## src/rtl/riscv_isa_pkg.sv

```systemverilog
// Shared ISA types: M-extension op encodings and the shared ALU control word.
package riscv_isa_pkg;

  // funct3 encodings of the M extension
  typedef enum logic [2:0] {
    MUL    = 3'd0,
    MULH   = 3'd1,
    MULHSU = 3'd2,
    MULHU  = 3'd3,
    DIV    = 3'd4,
    DIVU   = 3'd5,
    REM    = 3'd6,
    REMU   = 3'd7
  } mdu_op_t;

  // ALU input select
  typedef enum logic [1:0] {
    AI_R1_R2 = 2'd0,
    AI_R1_IM = 2'd1,
    AI_PC_IM = 2'd2,
    AI_PC_R2 = 2'd3
  } ai_t;

  // ALU operation
  typedef enum logic [3:0] {
    AO_ADD  = 4'd0,
    AO_SUB  = 4'd1,
    AO_SLL  = 4'd2,
    AO_SLT  = 4'd3,
    AO_SLTU = 4'd4,
    AO_XOR  = 4'd5,
    AO_SRL  = 4'd6,
    AO_SRA  = 4'd7,
    AO_OR   = 4'd8,
    AO_AND  = 4'd9
  } ao_t;

  // ALU result type (X = full width)
  typedef enum logic [1:0] {
    R_X = 2'd0,
    R_W = 2'd1
  } rt_t;

  typedef struct packed {
    ai_t ai;
    ao_t ao;
    rt_t rt;
  } alu_t;

  localparam alu_t ALU_IDLE = '{ai: AI_R1_R2, ao: AO_ADD, rt: R_X};

  // rs1 is treated as signed
  function automatic logic mdu_s1_signed(input mdu_op_t op);
    return (op == MUL) || (op == MULH) || (op == MULHSU) || (op == DIV) || (op == REM);
  endfunction

  // rs2 is treated as signed
  function automatic logic mdu_s2_signed(input mdu_op_t op);
    return (op == MUL) || (op == MULH) || (op == DIV) || (op == REM);
  endfunction

  // result is the high product word
  function automatic logic mdu_is_mulh(input mdu_op_t op);
    return (op == MULH) || (op == MULHSU) || (op == MULHU);
  endfunction

  // result is the remainder
  function automatic logic mdu_is_rem(input mdu_op_t op);
    return (op == REM) || (op == REMU);
  endfunction

endpackage

```

## src/rtl/r5p_mdu_seq.sv

```systemverilog
// Multi-cycle MUL/DIV sequencer that borrows the core's shared ALU.
// Register roles: lo = low product / quotient, hi = high product / remainder,
// md = multiplier / divisor magnitude.
//
// state | meaning
// IDLE  | waiting for a request, req_rdy high
// NEG1  | magnitude of rs1 via ALU 0 - rs1
// NEG2  | magnitude of rs2 via ALU 0 - rs2
// LOOP  | XLEN shift-add or restoring-divide steps
// FIX1  | negate low/quotient/remainder word if its sign requires it
// FIX2  | finish 64-bit negation of the high product word
// DONE  | result held on rsp_rd until rsp_rdy
module r5p_mdu_seq
  import riscv_isa_pkg::*;
#(
  parameter int XLEN = 32
) (
  input  logic            clk,
  input  logic            rst,
  input  logic            req_vld,
  output logic            req_rdy,
  input  logic [2:0]      req_op,
  input  logic [XLEN-1:0] req_rs1,
  input  logic [XLEN-1:0] req_rs2,
  input  logic            kill,
  output logic            rsp_vld,
  input  logic            rsp_rdy,
  output logic [XLEN-1:0] rsp_rd,
  output logic            alu_own,
  output alu_t            alu_ctl,
  output logic [XLEN-1:0] alu_rs1,
  output logic [XLEN-1:0] alu_rs2,
  input  logic [XLEN-1:0] alu_rd
);

  localparam int CW = $clog2(XLEN);
  localparam logic [CW-1:0]   CNT_LAST = CW'(XLEN - 1);
  localparam logic [XLEN-1:0] XMIN     = {1'b1, {(XLEN-1){1'b0}}};

  typedef enum logic [2:0] {IDLE, NEG1, NEG2, LOOP, FIX1, FIX2, DONE} state_t;

  state_t          state, state_nxt;
  mdu_op_t         op;
  logic            s1, s2;
  logic            lo_zero;
  logic [XLEN-1:0] lo, hi, md;
  logic [CW-1:0]   cnt;

  mdu_op_t         op_in;
  logic            accept;
  logic            div_zero, div_ovf;
  logic [XLEN-1:0] sh;
  logic            acc, carry;
  logic            fix_neg;
  logic [XLEN-1:0] fix_word;

  assign op_in    = mdu_op_t'(req_op);
  assign accept   = req_vld && !kill;
  assign div_zero = op_in[2] && (req_rs2 == '0);
  assign div_ovf  = ((op_in == DIV) || (op_in == REM)) && (req_rs1 == XMIN) && (req_rs2 == '1);

  // Restoring divide: the 33rd bit of the shifted remainder is hi[MSB],
  // which forces the subtract because the true value then exceeds any divisor.
  assign sh    = {hi[XLEN-2:0], lo[XLEN-1]};
  assign acc   = hi[XLEN-1] | (sh >= md);
  // Shift-add multiply: carry out of hi + addend recovered by compare.
  assign carry = alu_rd < hi;

  assign fix_word = mdu_is_rem(op) ? hi : lo;
  assign fix_neg  = mdu_is_rem(op) ? s1 : (s1 ^ s2);

  // State register
  always_ff @(posedge clk or negedge rst) begin
    if (!rst) state <= IDLE;
    else      state <= state_nxt;
  end

  // Next state, handshake and ALU drive
  always_comb begin
    state_nxt = state;
    req_rdy   = 1'b0;
    rsp_vld   = 1'b0;
    rsp_rd    = '0;
    alu_own   = 1'b0;
    alu_ctl   = ALU_IDLE;
    alu_rs1   = '0;
    alu_rs2   = '0;
    case (state)
      IDLE: begin
        req_rdy = 1'b1;
        if (accept) state_nxt = (div_zero || div_ovf) ? DONE : NEG1;
      end
      NEG1: begin
        alu_own    = 1'b1;
        alu_ctl.ao = AO_SUB;
        alu_rs2    = lo;
        state_nxt  = NEG2;
      end
      NEG2: begin
        alu_own    = 1'b1;
        alu_ctl.ao = AO_SUB;
        alu_rs2    = md;
        state_nxt  = LOOP;
      end
      LOOP: begin
        alu_own = 1'b1;
        if (op[2]) begin
          alu_ctl.ao = AO_SUB;
          alu_rs1    = sh;
          alu_rs2    = md;
        end else begin
          alu_rs1 = hi;
          alu_rs2 = lo[0] ? md : '0;
        end
        if (cnt == CNT_LAST) state_nxt = FIX1;
      end
      FIX1: begin
        alu_own    = 1'b1;
        alu_ctl.ao = AO_SUB;
        alu_rs2    = fix_word;
        state_nxt  = FIX2;
      end
      FIX2: begin
        alu_own    = 1'b1;
        alu_ctl.ao = AO_SUB;
        alu_rs2    = hi;
        state_nxt  = DONE;
      end
      DONE: begin
        rsp_vld = 1'b1;
        rsp_rd  = ((op == MUL) || (op == DIV) || (op == DIVU)) ? lo : hi;
        if (rsp_rdy) state_nxt = IDLE;
      end
      default: state_nxt = IDLE;
    endcase
    if (kill && (state != IDLE)) state_nxt = IDLE;
  end

  // Datapath registers
  always_ff @(posedge clk or negedge rst) begin
    if (!rst) begin
      op      <= MUL;
      s1      <= 1'b0;
      s2      <= 1'b0;
      lo_zero <= 1'b0;
      lo      <= '0;
      hi      <= '0;
      md      <= '0;
      cnt     <= '0;
    end else begin
      case (state)
        IDLE: if (accept) begin
          op      <= op_in;
          s1      <= mdu_s1_signed(op_in) & req_rs1[XLEN-1];
          s2      <= mdu_s2_signed(op_in) & req_rs2[XLEN-1];
          lo_zero <= 1'b0;
          cnt     <= '0;
          md      <= req_rs2;
          // divide-by-zero results land directly in the q/r registers;
          // overflow already has q = rs1, r = 0 in place
          lo      <= div_zero ? '1 : req_rs1;
          hi      <= div_zero ? req_rs1 : '0;
        end
        NEG1: if (s1) lo <= alu_rd;
        NEG2: if (s2) md <= alu_rd;
        LOOP: begin
          cnt <= cnt + 1'b1;
          if (op[2]) begin
            hi <= acc ? alu_rd : sh;
            lo <= {lo[XLEN-2:0], acc};
          end else begin
            hi <= {carry, alu_rd[XLEN-1:1]};
            lo <= {alu_rd[0], lo[XLEN-1:1]};
          end
        end
        FIX1: begin
          lo_zero <= (lo == '0);
          if (fix_neg) begin
            if (mdu_is_rem(op)) hi <= alu_rd;
            else                lo <= alu_rd;
          end
        end
        FIX2: if (mdu_is_mulh(op) && (s1 ^ s2)) hi <= lo_zero ? alu_rd : ~hi;
        default: ;
      endcase
    end
  end

endmodule

```

## config.mk

```make
export PLATFORM = sky130hd
export DESIGN_NAME = r5p_mdu_seq
export DESIGN_NICKNAME = d
export VERILOG_FILES = /design/src/rtl/riscv_isa_pkg.sv /design/src/rtl/r5p_mdu_seq.sv
export SDC_FILE = /design/constraint.sdc
export NUM_CORES = 1
export LEC_CHECK = 0
export BUFFER_PORTS_ARGS = -buffer_cell sky130_fd_sc_hd__buf_2
export CELL_PAD_IN_SITES_DETAIL_PLACEMENT = 1
export CELL_PAD_IN_SITES_GLOBAL_PLACEMENT = 2
export CORE_MARGIN = 5
export CORE_UTILIZATION = 34
export DETAILED_ROUTE_END_ITERATION = 8
export GPL_ROUTABILITY_DRIVEN = 0
export PLACE_DENSITY_LB_ADDON = 0.1
export SYNTH_ARGS = -nofsm -noshare
export SYNTH_HDL_FRONTEND = slang
export SYNTH_SLANG_ARGS = --single-unit
```

## constraint.sdc

```tcl
create_clock -name clk -period 8.9 [get_ports clk]
set_input_delay 0 -clock clk [delete_from_list [all_inputs] [get_ports clk]]
set_output_delay 0 -clock clk [all_outputs]
set_load 0.02 [all_outputs]
```

### Word-level counts from Yosys, hierarchy flattened

Index checks and enable logic that the tools add are counted.

| storage, ports and cells | value |
|---|---|
| flip-flop bits (word level) | 110 |
| bits of input ports | 104 |
| output and inout port bits | 107 |
| logic and storage cells | 130 |

| operators by class | value |
|---|---|
| add/subtract/negate cells | 1 |
| order comparisons | 2 |
| equality and inequality tests | 30 |
| muxes and demuxes | 43 |
| bitwise logic cells | 5 |
| reductions and logical operators | 40 |

Operators by type and width:

| kind | number |
|---|---|
| two-way mux 32 bit | 23 |
| one-hot mux 32 bit (4 select lines) | 2 |
| one-hot mux 32 bit (5 select lines) | 1 |
| equality test 32 bit, second input constant | 2 |
| zero test 32 bit | 2 |
| one-hot mux 32 bit (2 select lines) | 1 |
| >= comparator 32 bit | 1 |
| < comparator 32 bit | 1 |
| inverter 32 bit | 1 |
| equality test 3 bit, second input constant | 9 |
| one-hot mux 3 bit (7 select lines) | 1 |
| equality test 3 x 2 -> 1 bit, second input constant | 5 |
| two-way mux 3 bit | 5 |
| inequality test 2 bit, second input constant | 7 |
| logical OR 1 bit | 13 |
| one-hot mux 5 bit (2 select lines) | 1 |
| AND reduction 5 bit | 2 |
| equality test 3 x 1 -> 1 bit, second input constant | 3 |
| zero test 3 bit | 3 |
| inequality test 3 bit, second input constant | 3 |
| nonzero test 4 bit | 2 |
| logical AND 1 bit | 6 |
| two-way mux 1 bit | 6 |
| AND reduction 2 bit | 3 |
| other kinds (13) | 18 |

### Logic depth before layout (Yosys ltp)

| logic depth | value |
|---|---|
| word-level depth | 9 |
| gate-level depth with buffers | 11 |
| depth with buffers taken out | 9 |

### Least setup slack after synthesis

OpenSTA, ideal clock, no wires.

| timing path | value |
|---|---|
| kind | reg2reg |
| start point | reg lo[31] |
| end point | reg hi[24] |
| setup time | 0.126 ns |
| data arrival time | 2.701 ns |
| required time | 8.774 ns |
| slack | 6.073 ns |
| cell stages (with the launch flop) | 12 |
| path buffers | 2 |
| period minus slack after synthesis | 2.827 ns |
| cell sequence | dfrtp_1 > clkbuf_1 > inv_1 > ha_1 > nand2b_4 > a2111o_1 > a221oi_2 > o21ai_2 > a21oi_4 > buf_6 > mux2_1 > a221o_1 |

| between the ends | value |
|---|---|
| word-level cells in the longest chain between the ends | 5 |

RTL lines:

| what | RTL line | source |
|---|---|---|
| start: declaration | r5p_mdu_seq.sv:46 | `logic [XLEN-1:0] lo, hi, md;` |
| start signal: assignment | r5p_mdu_seq.sv:161 | `lo <= div_zero ? '1 : req_rs1;` |
| start signal: assignment | r5p_mdu_seq.sv:164 | `NEG1: if (s1) lo <= alu_rd;` |
| start signal: assignment | r5p_mdu_seq.sv:170 | `lo <= {lo[XLEN-2:0], acc};` |
| >= comparator 32 bit | r5p_mdu_seq.sv:65 | `assign acc = hi[XLEN-1] \| (sh >= md);` |
| OR 1 bit | r5p_mdu_seq.sv:65 |  |
| two-way mux 32 bit | r5p_mdu_seq.sv:169 | `hi <= acc ? alu_rd : sh;` |
| two-way mux 32 bit | r5p_mdu_seq.sv:168 | `if (op[2]) begin` |
| one-hot mux 32 bit (4 select lines) | r5p_mdu_seq.sv:151 | `case (state)` |
| end signal: assignment | r5p_mdu_seq.sv:169 |  |
| end signal: assignment | r5p_mdu_seq.sv:172 | `hi <= {carry, alu_rd[XLEN-1:1]};` |
| end signal: assignment | r5p_mdu_seq.sv:179 | `if (mdu_is_rem(op)) hi <= alu_rd;` |
| end: declaration | r5p_mdu_seq.sv:46 |  |

Every way passes these cells.
A chain may end at the register's enable or synchronous reset.

### Final worst setup path

| timing path | value |
|---|---|
| start point | reg op[2] |
| end point | out alu_rs2[31] |

| between the ends | value |
|---|---|
| word-level cells in the longest chain between the ends | 4 |
| elaborated cells on any way between the ends | 6 |
| those cells by class | 2 x eq/ne; 3 x mux; 1 x reduce/logical |

RTL lines:

| what | RTL line | source |
|---|---|---|
| start: declaration | r5p_mdu_seq.sv:43 | `mdu_op_t op;` |
| start signal: assignment | r5p_mdu_seq.sv:153 | `op <= op_in;` |
| equality test 3 bit | riscv_isa_pkg.sv:69 | `return (op == REM) \|\| (op == REMU);` |
| logical OR 1 bit | riscv_isa_pkg.sv:69 |  |
| two-way mux 32 bit | r5p_mdu_seq.sv:69 | `assign fix_word = mdu_is_rem(op) ? hi : lo;` |
| one-hot mux 32 bit (5 select lines) * | r5p_mdu_seq.sv:88 | `case (state)` |
| end: declaration | r5p_mdu_seq.sv:32 | `output logic [XLEN-1:0] alu_rs2,` |

Every way passes the cells marked *; elsewhere a longest branch is shown, timed or not.

==> results.yml <==
run_status:
  result_of_the_run: "finished clean"
synthesis:
  syn-mean-instance-area_um2: 7.606
  synth-edff-count: 0
  syn-instance-count: 1314
  synth_xor_xnor_area_share_pct: 0.1753
  yosys-mux-area-fraction_pct: 13.53
  synth_compound_gate_area_share_pct: 25.26
  synth-adder-area-share_pct: 8.137
  netlist-cell-type-count: 58
  synth_area_leader_cell: "sky130_fd_sc_hd__dfrtp_1"
  synth_top_cells_by_count: "sky130_fd_sc_hd__nand2_1 (169), sky130_fd_sc_hd__a21oi_1 (157), sky130_fd_sc_hd__nor2_1 (151)"
  most_used_flip_flop_cell_after_synthesis: "sky130_fd_sc_hd__dfrtp_1"
  synth_seq_cells: 110
  synth-seq-area-share_pct: 27.54
  synth_most_common_cell: "sky130_fd_sc_hd__nand2_1"
  postSynth.asyncResetShare_pct: 100.0
  synth.top_cells.by_area: "sky130_fd_sc_hd__dfrtp_1 (28%), sky130_fd_sc_hd__mux2i_1 (9.8%), sky130_fd_sc_hd__ha_1 (8.1%)"
  synth-simple-area-share_pct: 17.16
  main_combinational_cell_family_by_area_after_synthesis: "compound AO/OA/AOI/OAI gates"
  synthDominantCellAreaShare_pct: 27.54
  netlist_area_um2: 9995
  yosys_warnings: 0
setup_path:
  cp-startpoint: "op[2]"
  endpoint_kind: "output port"
  crit_chain: "buf_4 > nor2b_1 > a21oi_2 > buf_4 > a222oi_1 > inv_1 > buf_2"
  critical_path.top_delay_family: "buffers and inverters"
  start_kind: "flip-flop"
  worst-path-max-fanout: 37
  timing.critical_path.slowest_cell_delay_ps: 940
  reg2reg_from: "lo[31]"
  crit_top_cell: "sky130_fd_sc_hd__buf_4"
  worst_ep_arrival_time_ps: 4060
  critical_path_class: "flip-flop to output port"
  worst-path-buf-inv: 4
  critPathSlowestCell: "sky130_fd_sc_hd__a21oi_2"
  worst_ep_required_time_ps: 8900
sta:
  finalMaxSlewViolations: 0
  final.period_utilization_pct: 45.60
  clock.fmax_ghz: 0.2464
  hold_viol: 0
  fin_tns_setup_ps: 0
  period_minus_slack_ps: 4059
  clock-skew-final_ps: 12.52
  setup_repair_after_global_routing_missed_its_margin: "no"
  timing.hold.ws_ps: 1.852
  tightestPinTransition_ps: 1255
  setup_violations_final: 0
  max_slew_margin_pct: 16.35
global_routing:
  global_route.overflow_total: 0
  grtUsageTotal_pct: 27.69
  grt_max_degree: 78
  vias_in_the_first_global_route: 11696
  grt_first_pass_wirelength_um: 72200
  initial_antenna_violation_count: 0
floorplan:
  dieArea_um2: 32920
  placementRows: 62
  die-width_um: 181.5
  floorplan.initialDensity_pct: 34.63
  total_i_o_pin_count: 211
  coreArea_um2: 28860
  dieHeight_um: 181.5
job:
  drv_cap: 0
pwr:
  p_per_area_nw_per_um2: 306.8
  clkPwrFrac_pct: 12.0
  power_leakage_nw: 5.737
  switching_share_pct: 51.55
  combinationalPowerShare_pct: 54.8
  total_switching_power_mw: 1.917
  cell_internal_power_mw: 1.802
  irDropWorstVdd_uv: 130.8
  p_seq_share_pct: 33.1
min_path:
  holdCritPathClass: "input pin to flip-flop"
  hold_start: "alu_rd[9]"
place:
  place.detailed.hpwl_um: 32410
  place.port_buffers: 203
clock_network:
  cts_tree: "yes"
  post_cts_resized: 0
  cts-htree-levels: 3
  cts_sinks: 110
  cts-buffers-inserted: 9
  clk_transition_reported_paths_ps: 80
  max-clock-path-buffers: 2
  clock_insertion_delay_worst_skew_ps: 380
  clock_tree_root_buffer_cell: "sky130_fd_sc_hd__clkbuf_16"
layout:
  finish.net_count: 1677
  final_layout_size_suffix_gt1_share_pct: 17.38
  antenna_cells_inserted: 0
  flow.area_growth_from_synthesis_pct: 21.26
route:
  drc_viols: 0
  routed_wirelength_um: 46760
  average_detailed_routed_wire_length_per_instance_um: 24.65
  drt_first_iter_violations: 974
  detail_route.first_pass.iterations: 6
  ant_nets: 0
  vias: 11146
  via_per_inst: 5.876
through the flow:
step | setup slack, ps | std cells | total power, mW | instance area, µm² | utilization, %
3_5_place_dp | 5285 | 1831 | 3.247 | 11320 | 39.24
6_report | 4841 | 1897 | 3.719 | 12120 | 42.00
4_1_cts | 4902 | 1897 | 3.714 | 12120 | 42.00
3_3_place_gp | 5326 | 1831 | 3.188 | 11320 | 39.24
2_1_floorplan | 6073 | 1320 | 2.503 | 10020 | -
5_1_grt | 4745 | 1897 | 4.028 | 12120 | 42.00
state kept, by name, summed over array words and instances (netlist names):
name / cells
lo: 32
op: 3
state: 3
s1: 1
lo_zero: 1
hi: 32
cnt: 5
md: 32
s2: 1
worst reg2reg max path, stage by stage, from the launching register on:
cell and delay, ps:
sky130_fd_sc_hd__dfrtp_1 480, sky130_fd_sc_hd__inv_1 80, sky130_fd_sc_hd__ha_1 290, sky130_fd_sc_hd__nand2b_4 130, sky130_fd_sc_hd__a2111o_1 420, sky130_fd_sc_hd__a221oi_2 340, sky130_fd_sc_hd__o21ai_2 110, sky130_fd_sc_hd__a21oi_4 560
sky130_fd_sc_hd__buf_4 430, sky130_fd_sc_hd__mux2_1 370, sky130_fd_sc_hd__a221o_1 290
cell families after synthesis:
kind of cell / Yosys count
flops: 110
buf+inv: 199
xor+xnor: 2
fa+ha+maj: 65
simple gates: 400
mux: 131
other cells: 1
compound gates: 406
worst paths after layout:
path	to	slack, ps	cells past startpoint
max in group asynchronous	op[2]	7200	3
min in group asynchronous	cnt[2]	270	2
setup / recovery	alu_rs2[31]	4840	7
hold reg to reg	md[25]	510	2
setup reg to reg	hi[12]	5280	10
hold / removal	hi[8]	2	2
cell type report:
type                    count  area [µm²]
well taps                 384       480.5
fillers                  3603       16740
clock inverters             3       45.04
multi-input cells        1011        6531
clock buffers              13       250.2
flip-flops and latches    110        2756
repair buffers            273        1669
inverters                 103       386.6
repair_timing:
action	4_1_cts	5_1_grt
buffers inserted	0	0
hold buffers	50	0
endpoints found under the hold margin	104	0
power groups by stage:
stage	clock network [mW]	logic (mW)	registers, mW
floorplan	0	1.51	0.990
finish	0.447	2.04	1.23
global route	0.471	2.28	1.28
global placement	0	1.97	1.22
detailed placement	0	2.01	1.23
CTS	0.450	2.04	1.22
layout by cell type (no fill, tap or decap), types with 4 or more instances in the layout:
cell type / count
sky130_fd_sc_hd__buf_2: 202
sky130_fd_sc_hd__nand2_1: 169
sky130_fd_sc_hd__a21oi_1: 153
sky130_fd_sc_hd__nor2_1: 145
sky130_fd_sc_hd__o21ai_0: 118
sky130_fd_sc_hd__dfrtp_1: 109
sky130_fd_sc_hd__inv_1: 103
sky130_fd_sc_hd__mux2i_1: 98
sky130_fd_sc_hd__ha_1: 65
sky130_fd_sc_hd__dlygate4sd3_1: 50
sky130_fd_sc_hd__a31oi_1: 33
sky130_fd_sc_hd__a222oi_1: 32
sky130_fd_sc_hd__a221o_1: 30
sky130_fd_sc_hd__mux2_1: 27
sky130_fd_sc_hd__nor4_1: 22
sky130_fd_sc_hd__buf_4: 21
sky130_fd_sc_hd__nand4_1: 18
sky130_fd_sc_hd__nand3_1: 12
sky130_fd_sc_hd__clkbuf_16: 9
sky130_fd_sc_hd__conb_1: 7
sky130_fd_sc_hd__mux2_2: 6
sky130_fd_sc_hd__nand2b_1: 5
sky130_fd_sc_hd__a21oi_2: 4
sky130_fd_sc_hd__nor2_2: 4
sky130_fd_sc_hd__a221oi_1: 4
metal layers:
metal / wire length [µm] / vias up / track usage [%] / share of wire (%)
li1: - / 5109 / - / -
met1: 21480 / 5569 / 38.03 / 46
met2: 21420 / 388 / 45.38 / 46
met3: 2471 / 80 / 3.802 / 5.3
met4: 1383 / 0 / 8.526 / 3.0
met5: 0 / - / 0 / 0
Power figures use the tool's default switching activity.
